### config.mk
export PLATFORM = sky130hd
export DESIGN_NAME = disp_scan_mux
export DESIGN_NICKNAME = d
export VERILOG_FILES = /design/src/rtl/disp_pkg.sv /design/src/rtl/seg7_dec.sv /design/src/rtl/disp_scan_mux.sv
export SDC_FILE = /design/constraint.sdc
export NUM_CORES = 1
export LEC_CHECK = 0
export CELL_PAD_IN_SITES_DETAIL_PLACEMENT = 0
export CELL_PAD_IN_SITES_GLOBAL_PLACEMENT = 1
export CORE_MARGIN = 1
export CORE_UTILIZATION = 35
export CTS_BUF_LIST = sky130_fd_sc_hd__clkbuf_2 sky130_fd_sc_hd__clkbuf_4 sky130_fd_sc_hd__clkbuf_8
export DETAILED_ROUTE_END_ITERATION = 6
export GPL_TIMING_DRIVEN = 1
export PLACE_DENSITY_LB_ADDON = 0.25
export SLEW_MARGIN = 20
export SYNTH_ARGS = -nofsm -noshare
export SYNTH_HDL_FRONTEND = slang
export SYNTH_SLANG_ARGS = --single-unit
export TNS_END_PERCENT = 10
### constraint.sdc
create_clock -name clk -period 4.21 [get_ports clk]
set_input_delay 0.6315 -clock clk [delete_from_list [all_inputs] [get_ports clk]]
set_output_delay 0.6315 -clock clk [all_outputs]
set_load 0.02 [all_outputs]
### src/rtl/disp_pkg.sv
// Shared constants for the 7-segment display scanner.
package disp_pkg;

    // Largest digit count the scanner supports.
    localparam int unsigned NdigMax = 12;

    // Field positions within disp_ctrl.
    localparam int unsigned CtrlLLsb = 0;  // [1:0] low-half source
    localparam int unsigned CtrlHLsb = 2;  // [3:2] high-half 16-bit page

    // Sources for the low 32 bits of the composed word.
    typedef enum logic [1:0] {
        LSrcMid  = 2'd0,  // disp_reg[127:96]
        LSrcLow  = 2'd1,  // disp_reg[95:64]
        LSrcTop  = 2'd2,  // disp_reg[159:128]
        LSrcZero = 2'd3   // constant zero
    } l_src_e;

    // Active-low hex decode {dp,g,f,e,d,c,b,a} with dp off; entry n at index n.
    localparam logic [15:0][7:0] SegLut = {
        8'h8E, 8'h86, 8'hA1, 8'hC6, 8'h83, 8'h88, 8'h90, 8'h80,
        8'hF8, 8'h82, 8'h92, 8'h99, 8'hB0, 8'hA4, 8'hF9, 8'hC0
    };

endpackage

### src/rtl/seg7_dec.sv
// Combinational nibble + decimal point to active-low segment pattern.
module seg7_dec (
    input  logic [3:0] nib_i,
    input  logic       dp_i,
    output logic [7:0] seg_o
);
    import disp_pkg::*;

    // Look up the glyph and overlay the active-low decimal point.
    always_comb begin
        seg_o = {~dp_i, SegLut[nib_i][6:0]};
    end

endmodule

### src/rtl/disp_scan_mux.sv
// Time-multiplexed 7-segment scanner: frame snapshot, leading-zero blanking,
// dead-time blanking at each digit change and per-slot brightness PWM.
module disp_scan_mux #(
    parameter int unsigned NDIG  = 12,
    parameter int unsigned DIV_W = 9,
    parameter int unsigned DEAD  = 2
) (
    input  logic              clk,
    input  logic              rst,
    input  logic [159:0]      disp_reg,
    input  logic [3:0]        disp_ctrl,
    input  logic [NDIG-1:0]   dp_mask,
    input  logic              blank_lz,
    input  logic [3:0]        bright,
    output logic [NDIG-1:0]   digit_anode,
    output logic [7:0]        segment,
    output logic              frame_start
);
    import disp_pkg::*;

    localparam int unsigned IdxW = (NDIG > 1) ? $clog2(NDIG) : 1;
    localparam int unsigned WordW = 4 * NDIG;
    localparam logic [DIV_W-1:0] DeadCnt = DIV_W'(DEAD);
    localparam logic [IdxW-1:0] IdxLast = IdxW'(NDIG - 1);

    if (NDIG < 1 || NDIG > NdigMax) begin : gen_bad_ndig
        $error("disp_scan_mux: NDIG out of range");
    end
    if (DIV_W < 5) begin : gen_bad_div
        $error("disp_scan_mux: DIV_W must be at least 5");
    end
    if (DEAD < 1 || DEAD >= (1 << (DIV_W - 4))) begin : gen_bad_dead
        $error("disp_scan_mux: DEAD out of range");
    end

    logic [DIV_W-1:0] cnt_q, cnt_d;
    logic [IdxW-1:0]  idx_q, idx_d;
    logic [WordW-1:0] snap_w_q, snap_w_d;
    logic [NDIG-1:0]  snap_dp_q, snap_dp_d;
    logic             snap_lz_q, snap_lz_d;
    logic             load_pend_q, load_pend_d;
    logic [NDIG-1:0]  anode_q, anode_d;
    logic [7:0]       seg_q, seg_d;
    logic             frame_start_q, frame_start_d;

    logic [15:0] word_h;
    logic [31:0] word_l;
    logic [47:0] word;
    l_src_e      l_src;

    logic            slot_end;
    logic            frame_end;
    logic [NDIG-1:0] blank;
    logic            zero_run;
    logic [3:0]      cur_nib;
    logic            cur_dp;
    logic            cur_blank;
    logic            anode_on;
    logic [7:0]      dec_seg;

    // Compose the 48-bit display word from the page-selected register slices.
    always_comb begin
        unique case (disp_ctrl[CtrlHLsb +: 2])
            2'd0:    word_h = disp_reg[15:0];
            2'd1:    word_h = disp_reg[31:16];
            2'd2:    word_h = disp_reg[47:32];
            default: word_h = disp_reg[63:48];
        endcase
        l_src = l_src_e'(disp_ctrl[CtrlLLsb +: 2]);
        unique case (l_src)
            LSrcMid:  word_l = disp_reg[127:96];
            LSrcLow:  word_l = disp_reg[95:64];
            LSrcTop:  word_l = disp_reg[159:128];
            default:  word_l = 32'h0;
        endcase
        word = {word_h, word_l};
    end

    // Slot counter, digit index and frame snapshot next-state.
    always_comb begin
        slot_end  = &cnt_q;
        frame_end = slot_end && (idx_q == IdxLast);
        cnt_d     = cnt_q + DIV_W'(1);
        idx_d     = idx_q;
        if (slot_end) begin
            idx_d = (idx_q == IdxLast) ? '0 : idx_q + IdxW'(1);
        end
        snap_w_d    = snap_w_q;
        snap_dp_d   = snap_dp_q;
        snap_lz_d   = snap_lz_q;
        // Every edge out of reset consumes the pending load, so it simply clears.
        load_pend_d = 1'b0;
        if (frame_end || load_pend_q) begin
            snap_w_d  = word[WordW-1:0];
            snap_dp_d = dp_mask;
            snap_lz_d = blank_lz;
        end
    end

    // Leading-zero mask: walk down from the top digit while digits stay empty.
    always_comb begin
        zero_run = snap_lz_q;
        blank    = '0;
        for (int i = int'(NDIG) - 1; i >= 0; i--) begin
            zero_run = zero_run & (snap_w_q[4*i +: 4] == 4'h0) & ~snap_dp_q[i];
            blank[i] = (i > 0) ? zero_run : 1'b0;
        end
    end

    // Pick the current digit's nibble, decimal point and blank flag.
    always_comb begin
        cur_nib   = 4'h0;
        cur_dp    = 1'b0;
        cur_blank = 1'b0;
        for (int i = 0; i < int'(NDIG); i++) begin
            if (idx_q == IdxW'(i)) begin
                cur_nib   = snap_w_q[4*i +: 4];
                cur_dp    = snap_dp_q[i];
                cur_blank = blank[i];
            end
        end
    end

    seg7_dec u_seg7_dec (
        .nib_i (cur_nib),
        .dp_i  (cur_dp),
        .seg_o (dec_seg)
    );

    // Output next-state: dead time, PWM window and blanking gate the anode.
    always_comb begin
        anode_on = (cnt_q >= DeadCnt) && (cnt_q[DIV_W-1 -: 4] <= bright) && !cur_blank;
        anode_d  = '1;
        seg_d    = 8'hFF;
        if (anode_on) begin
            anode_d = ~(NDIG'(1) << idx_q);
            seg_d   = dec_seg;
        end
        frame_start_d = (cnt_q == '0) && (idx_q == '0);
    end

    // State and output registers; reset forces blank outputs immediately.
    always_ff @(posedge clk or posedge rst) begin
        if (rst) begin
            cnt_q         <= '0;
            idx_q         <= '0;
            snap_w_q      <= '0;
            snap_dp_q     <= '0;
            snap_lz_q     <= 1'b0;
            load_pend_q   <= 1'b1;
            anode_q       <= '1;
            seg_q         <= 8'hFF;
            frame_start_q <= 1'b0;
        end else begin
            cnt_q         <= cnt_d;
            idx_q         <= idx_d;
            snap_w_q      <= snap_w_d;
            snap_dp_q     <= snap_dp_d;
            snap_lz_q     <= snap_lz_d;
            load_pend_q   <= load_pend_d;
            anode_q       <= anode_d;
            seg_q         <= seg_d;
            frame_start_q <= frame_start_d;
        end
    end

    assign digit_anode = anode_q;
    assign segment     = seg_q;
    assign frame_start = frame_start_q;

endmodule

== Yosys cells after proc, flatten, opt, wreduce, memory -nomap -nowiden ==
Memory sizes are Yosys's and may differ from the RTL's.
Index checks and enable logic that the tools add are counted.
Cells by class
  $add $sub $neg: 2
  order comparisons: 3
  equality and inequality tests: 15
  shift-type cells: 1
  muxes and demuxes: 41
  bitwise operators: 35
  reduce and logical (&&, ||, !) cells: 22
Operators by type and width (count)
  $pmux 32 s3: 1
  $mux 4: 13
  $logic_not 4->1: 12
  $pmux 16 s3: 1
  $mux 1: 23
  $and 1x1->1: 22
  $eq 4x3->1 const B: 4
  $eq 4x4->1 const B: 4
  $mux 12: 1
  $not 1->1: 12
  $not 12->12: 1
  $shl 1x4->12 const A: 1
  $add 9x1->9 const B: 1
  $ge 9x2->1 const B: 1
  $logic_not 9->1: 1
  $reduce_and 9->1: 1
  $eq 4x2->1 const B: 2
  $mux 8: 1
  $mux 7: 1
  $lt 4x5->1 const B: 1
  $add 4x1->4 const B: 1
  $eq 2x1->1 const B: 2
  $eq 2x2->1 const B: 2
  $eq 4x1->1 const B: 1
  other kinds (5): 9
Word-level totals
  bits in registers: 96
  bits in read-only memories: 128
  bits of input ports: 183
  output and inout port bits: 21
  logic and storage cells: 129
  memories kept: 1
Memory list
  (no name shown): words 16, bits a word 8, read ports 1, clocked after Yosys merged registers in 0, wr ports 0, line seg7_dec.sv:11  | seg_o = {~dp_i, SegLut[nib_i][6:0]};

== Depth between registers and ports, before layout ==
  depth after elaboration: 37
  depth in mapped cells: 15
  mapped depth without buffers: 13

== Modules after synthesis ==
A second synthesis with hierarchy kept.
Unflattened totals
  cell total of the unflattened synthesis: 618
  area total of the unflattened synthesis: 5987.0 um2
Modules (own cells, without submodules)
  disp_scan_mux: instances 1, cells each 585, area an instance 5708.0 um2, sequential area each 2428.6 um2
  seg7_dec: instances 1, cells each 33, area an instance 279.0 um2, sequential area each 0.0 um2

== Worst setup path before layout ==
No wires, ideal clock.
  kind: reg2reg
  start point: register idx_q[0]
  end point: register seg_q[5] (netlist: segment[5])
  library setup time: 0.111 ns
  arrival: 2.664 ns
  required time: 4.099 ns
  slack: 1.435 ns
  stages on the path, launching flop included: 14
  buffers on the path: 2
  clock period less this slack: 2.775 ns
  cells stage by stage: dfrtp_1 > inv_1 > ha_1 > clkbuf_1 > clkbuf_1 > nor2b_1 > nor4_1 > o211ai_1 > o2bb2ai_1 > inv_1 > ha_1 > mux2_2 > nand2_1 > o311ai_0
On the way
  word-level cells in the longest chain between the ends: 16
  elaborated cells between the ends (all ways): 40
  those cells by class: eq/ne: 11; mux: 25; reduce/logical: 3; memory: 1
Ends and longest elaborated chain
  from (decl): line disp_scan_mux.sv:37  | logic [IdxW-1:0] idx_q, idx_d;
  from (signal assigned): line disp_scan_mux.sv:156  | idx_q <= idx_d;
  $logic_not 4->1: line disp_scan_mux.sv:116  | if (idx_q == IdxW'(i)) begin
  $mux 4 (12 in series): line disp_scan_mux.sv:116
  $mem_v2 16x8
  $mux 7 (not written as such): line seg7_dec.sv:11
  $mux 8 *: line disp_scan_mux.sv:135  | if (anode_on) begin
  net seg_d[5]: line disp_scan_mux.sv:43  | logic [7:0] seg_q, seg_d;
  to (signal assigned): line disp_scan_mux.sv:162  | seg_q <= seg_d;
  to (decl): line disp_scan_mux.sv:43
The timed path passes the listed nets; every way through them passes the cells marked *. The select of a mux whose other input is x is not followed.
A chain may end at the register's enable or synchronous reset.

== Worst setup path in the final report ==
  start point: register idx_q[1]
  end point: register seg_q[1] (netlist: segment[1])
Same word-level chain as after synthesis.

==> results.toml <==
[outcome]
outcome = "finished clean"

[logic_synthesis]
netlist_top_cells_count = "sky130_fd_sc_hd__a21oi_1, sky130_fd_sc_hd__nor2_1, sky130_fd_sc_hd__dfrtp_1"
synth_cell_type_count = 59
synth-main-ff-cell = "sky130_fd_sc_hd__dfrtp_1"
number_of_storage_elements_in_the_synthesis_netlist = 96
synth-async-reset-ratio = 1.00
synth_top_cell_by_area = "sky130_fd_sc_hd__dfrtp_1"
syn_area_per_cell_sq_um = 9.81
synth.net_count = 799
ys_top_cells_by_area = "sky130_fd_sc_hd__dfrtp_1, sky130_fd_sc_hd__dfstp_2, sky130_fd_sc_hd__a21oi_1"
synth-edff-count = 0
synth_cells = 596
ys.warnings.count = 0
synth.yosys.seq_area_share = 0.416
post_synth_instance_area_sq_um = 5840
synth.top_cell.area_share = 0.321

[critical_path]
critical-path-top-cell-by-count = "sky130_fd_sc_hd__inv_1"
cp.arrival_ns = 3.91
crit_path_start_kind = "register"
crit_path_cell_trace = "inv_1 > ha_1 > nor2b_1 > a221oi_1 > o41ai_1 > nand3_1 > o211ai_1 > inv_1 > ha_1 > inv_1 > mux2_4 > o211ai_2"
path_max_fanout = 17
crit_path_slowest_cell = "sky130_fd_sc_hd__o41ai_1"
critical_path.endpoint_type = "register"
critical_path.max_stage_delay_ns = 0.53
worst-setup-path-type = "register to register"
critPathRequiredTime_ns = 4.53

[global_route]
antenna_violations_before_repair = 0
grt_overflow = 0
grt_start_max_net_pins = 97
grt_util_all_layers = 0.194
via_count_of_the_first_global_routing_pass = 5236
global_route_wire_length_before_repair_um = 26800

[cts]
clk_pin_slew_ns = 0.10
cts.hold.buffers_added = 0
ctsResizeCount = 0
postCtsSetupBuffers = 0
ctsRootBufferMaster = "sky130_fd_sc_hd__clkbuf_8"
cts_tree = "yes"
clock_sinks = 96
numCtsBuffers = 9
clkLatencyLatePin_ns = 0.39
ctsLongestPathBuffers = 2
clock_tree.htree_level_count = 3

[floorplan]
top_level_ports = 204
initial_core_util = 0.363
fp-row-count = 46
fp.dieH_um = 131
die_width_um = 131
coreArea_sq_um = 16100
dieArea_sq_um = 17200

[run]
timing.max_cap.violations = 0

[routing]
count_of_unresolved_drc_violations_after_routing = 0
drt_iter0_drc = 301
tritonroute_pass_1_iters = 7
wire_per_inst_um = 16.4
antenna_left = 0
via_per_inst = 5.26
num_vias = 5206
drt_wl_total_um = 16200

[final_layout]
diodes = 0
drive_above_1_share = 0.127
area_delta_synth_final_pct = 40.4
fin_nets = 972

[sta]
layout_worst_path_cycle_share = 0.853
timing.final.setup_violations = 0
fmax_ghz = 0.279
relSlewSlack = 0.357
rsz0062_at_grt = "no"
hold_viol = 0
setup_tns_after_final_layout_ns = 0
tightest_slew_ns = 0.965
drv_slew = 0
fin_worst_hold_slack_ns = 0.523
worst_clock_skew_ns = 0.0136
layout_min_cycle_time_ns = 3.59

[placed_design]
portBuffers = 203
gp_congestion = 0.821
post-dp-hpwl_um = 12900

[pwr]
cellLeakagePower_nw = 3.35
vdd_ir_drop_max_mv = 0.156
power-per-cell-area_nw_per_um2 = 274

[min_path]
hold_class = "register to register"
==> worst paths after layout <==
| kind | from | end | slack (ns) | cells past startpoint |
|---|---|---|---|---|
| min | snap_dp_q[0] | snap_dp_q[0] | 0.52 | 1 |
| max reg2reg | idx_q[1] | segment[1] | 0.62 | 12 |
| max in group asynchronous | rst | digit_anode[3] | 2.76 | 3 |
| min reg2reg | snap_dp_q[0] | snap_dp_q[0] | 0.52 | 1 |
| min in group asynchronous | rst | snap_w_q[26] | 0.78 | 2 |
| max | idx_q[1] | segment[1] | 0.62 | 12 |
==> worst max-delay path, delay by kind of cell (launching register included) <==
kind / cells / cell delay [ns]
AO/OA/AOI/OAI: 4 / 1.08
adder cells (fa/ha/maj): 2 / 0.73
AND/OR/NAND/NOR: 2 / 0.64
flip-flops: 1 / 0.43
buffers and inverters: 3 / 0.36
multiplexers: 1 / 0.27
==> layout make-up <==
| cell class | instances | area (sq um) |
|---|---|---|
| clock inverters | 6 | 71.3 |
| inverters | 21 | 83.8 |
| flip-flops and latches | 96 | 2430 |
| fillers | 1467 | 7910 |
| clock buffers | 10 | 138 |
| multi-input cells | 432 | 3150 |
| repair buffers | 209 | 2070 |
| well taps | 216 | 270 |
==> flip-flops by register name, summed over array words and instances, names as in the netlist <==
| signal | count |
|---|---|
| snap_w_q | 48 |
| digit_anode | 12 |
| snap_dp_q | 12 |
| cnt_q | 9 |
| segment | 8 |
| idx_q | 4 |
| frame_start | 1 |
| load_pend_q | 1 |
| snap_lz_q | 1 |
==> layout by cell type, fill, tap and decap left out, types with 2 or more instances in the layout <==
cell,count
sky130_fd_sc_hd__nor3_1,7
sky130_fd_sc_hd__o31ai_1,3
sky130_fd_sc_hd__clkdlybuf4s50_1,201
sky130_fd_sc_hd__clkbuf_8,10
sky130_fd_sc_hd__nand2b_1,3
sky130_fd_sc_hd__xor2_1,3
sky130_fd_sc_hd__dfstp_2,21
sky130_fd_sc_hd__a221oi_1,4
sky130_fd_sc_hd__or4_1,6
sky130_fd_sc_hd__a31oi_1,6
sky130_fd_sc_hd__o211ai_1,3
sky130_fd_sc_hd__a32oi_1,3
sky130_fd_sc_hd__dfrtp_1,75
sky130_fd_sc_hd__nand4_1,2
sky130_fd_sc_hd__o21ai_0,22
sky130_fd_sc_hd__nand3_1,16
sky130_fd_sc_hd__nor2_1,77
sky130_fd_sc_hd__mux4_2,16
sky130_fd_sc_hd__nor2b_1,10
sky130_fd_sc_hd__xnor2_1,4
sky130_fd_sc_hd__o21a_1,2
sky130_fd_sc_hd__a21oi_1,77
sky130_fd_sc_hd__mux2i_1,37
sky130_fd_sc_hd__ha_1,20
sky130_fd_sc_hd__and3b_1,5
sky130_fd_sc_hd__a211oi_1,2
sky130_fd_sc_hd__buf_2,2
sky130_fd_sc_hd__a22o_1,2
sky130_fd_sc_hd__nand2_1,24
sky130_fd_sc_hd__buf_4,6
sky130_fd_sc_hd__a22oi_1,2
sky130_fd_sc_hd__or2_2,2
sky130_fd_sc_hd__inv_6,5
sky130_fd_sc_hd__nand3b_1,8
sky130_fd_sc_hd__o2bb2ai_1,3
sky130_fd_sc_hd__a221o_1,6
sky130_fd_sc_hd__mux2_2,28
sky130_fd_sc_hd__inv_1,20
sky130_fd_sc_hd__nor4_1,7
==> power by group <==
part	total (mW)	leakage, nW	switching [mW]	internal (mW)
Sequential	1.09	1.11	0.0741	1.02
Clock	0.641	0.109	0.342	0.300
Combinational	0.520	2.13	0.205	0.315
==> kinds of logic (layout without fill, tap and decap cells) <==
family | count (synthesis) | after routing | share of synthesized area
DFF | 96 | 96 | 0.416
buffers and inverters | 68 | 246 | 0.0484
muxes | 82 | 82 | 0.182
other | 1 | 1 | 0.000642
and+or+nand+nor | 172 | 172 | 0.142
adders and majority gates | 20 | 20 | 0.0428
AOI/OAI and AO/OA | 150 | 150 | 0.159
xor gates and xnor gates | 7 | 7 | 0.0105
==> metrics by stage <==
| step | cell area (sq um) | util | setup slack, ns | cells | total power [mW] |
|---|---|---|---|---|---|
| 4_1_cts | 8200 | 0.509 | 0.731 | 990 | 2.28 |
| 2_1_floorplan | 5840 | - | 1.11 | 596 | 1.36 |
| 3_3_place_gp | 8000 | 0.496 | 0.889 | 974 | 1.62 |
| 5_1_grt | 8210 | 0.509 | 0.288 | 990 | 2.37 |
| 3_5_place_dp | 8000 | 0.496 | 0.805 | 974 | 1.64 |
| 6_report | 8210 | 0.509 | 0.621 | 990 | 2.25 |
==> layer usage <==
metal,part of all wire,up-vias,GRT usage
met5,0,-,0
met4,0.012,0,0.0510
met3,0.042,15,0.0324
met2,0.52,154,0.340
met1,0.43,2531,0.246
li1,-,2506,-
Note: power is estimated with default switching activity, not from simulation.
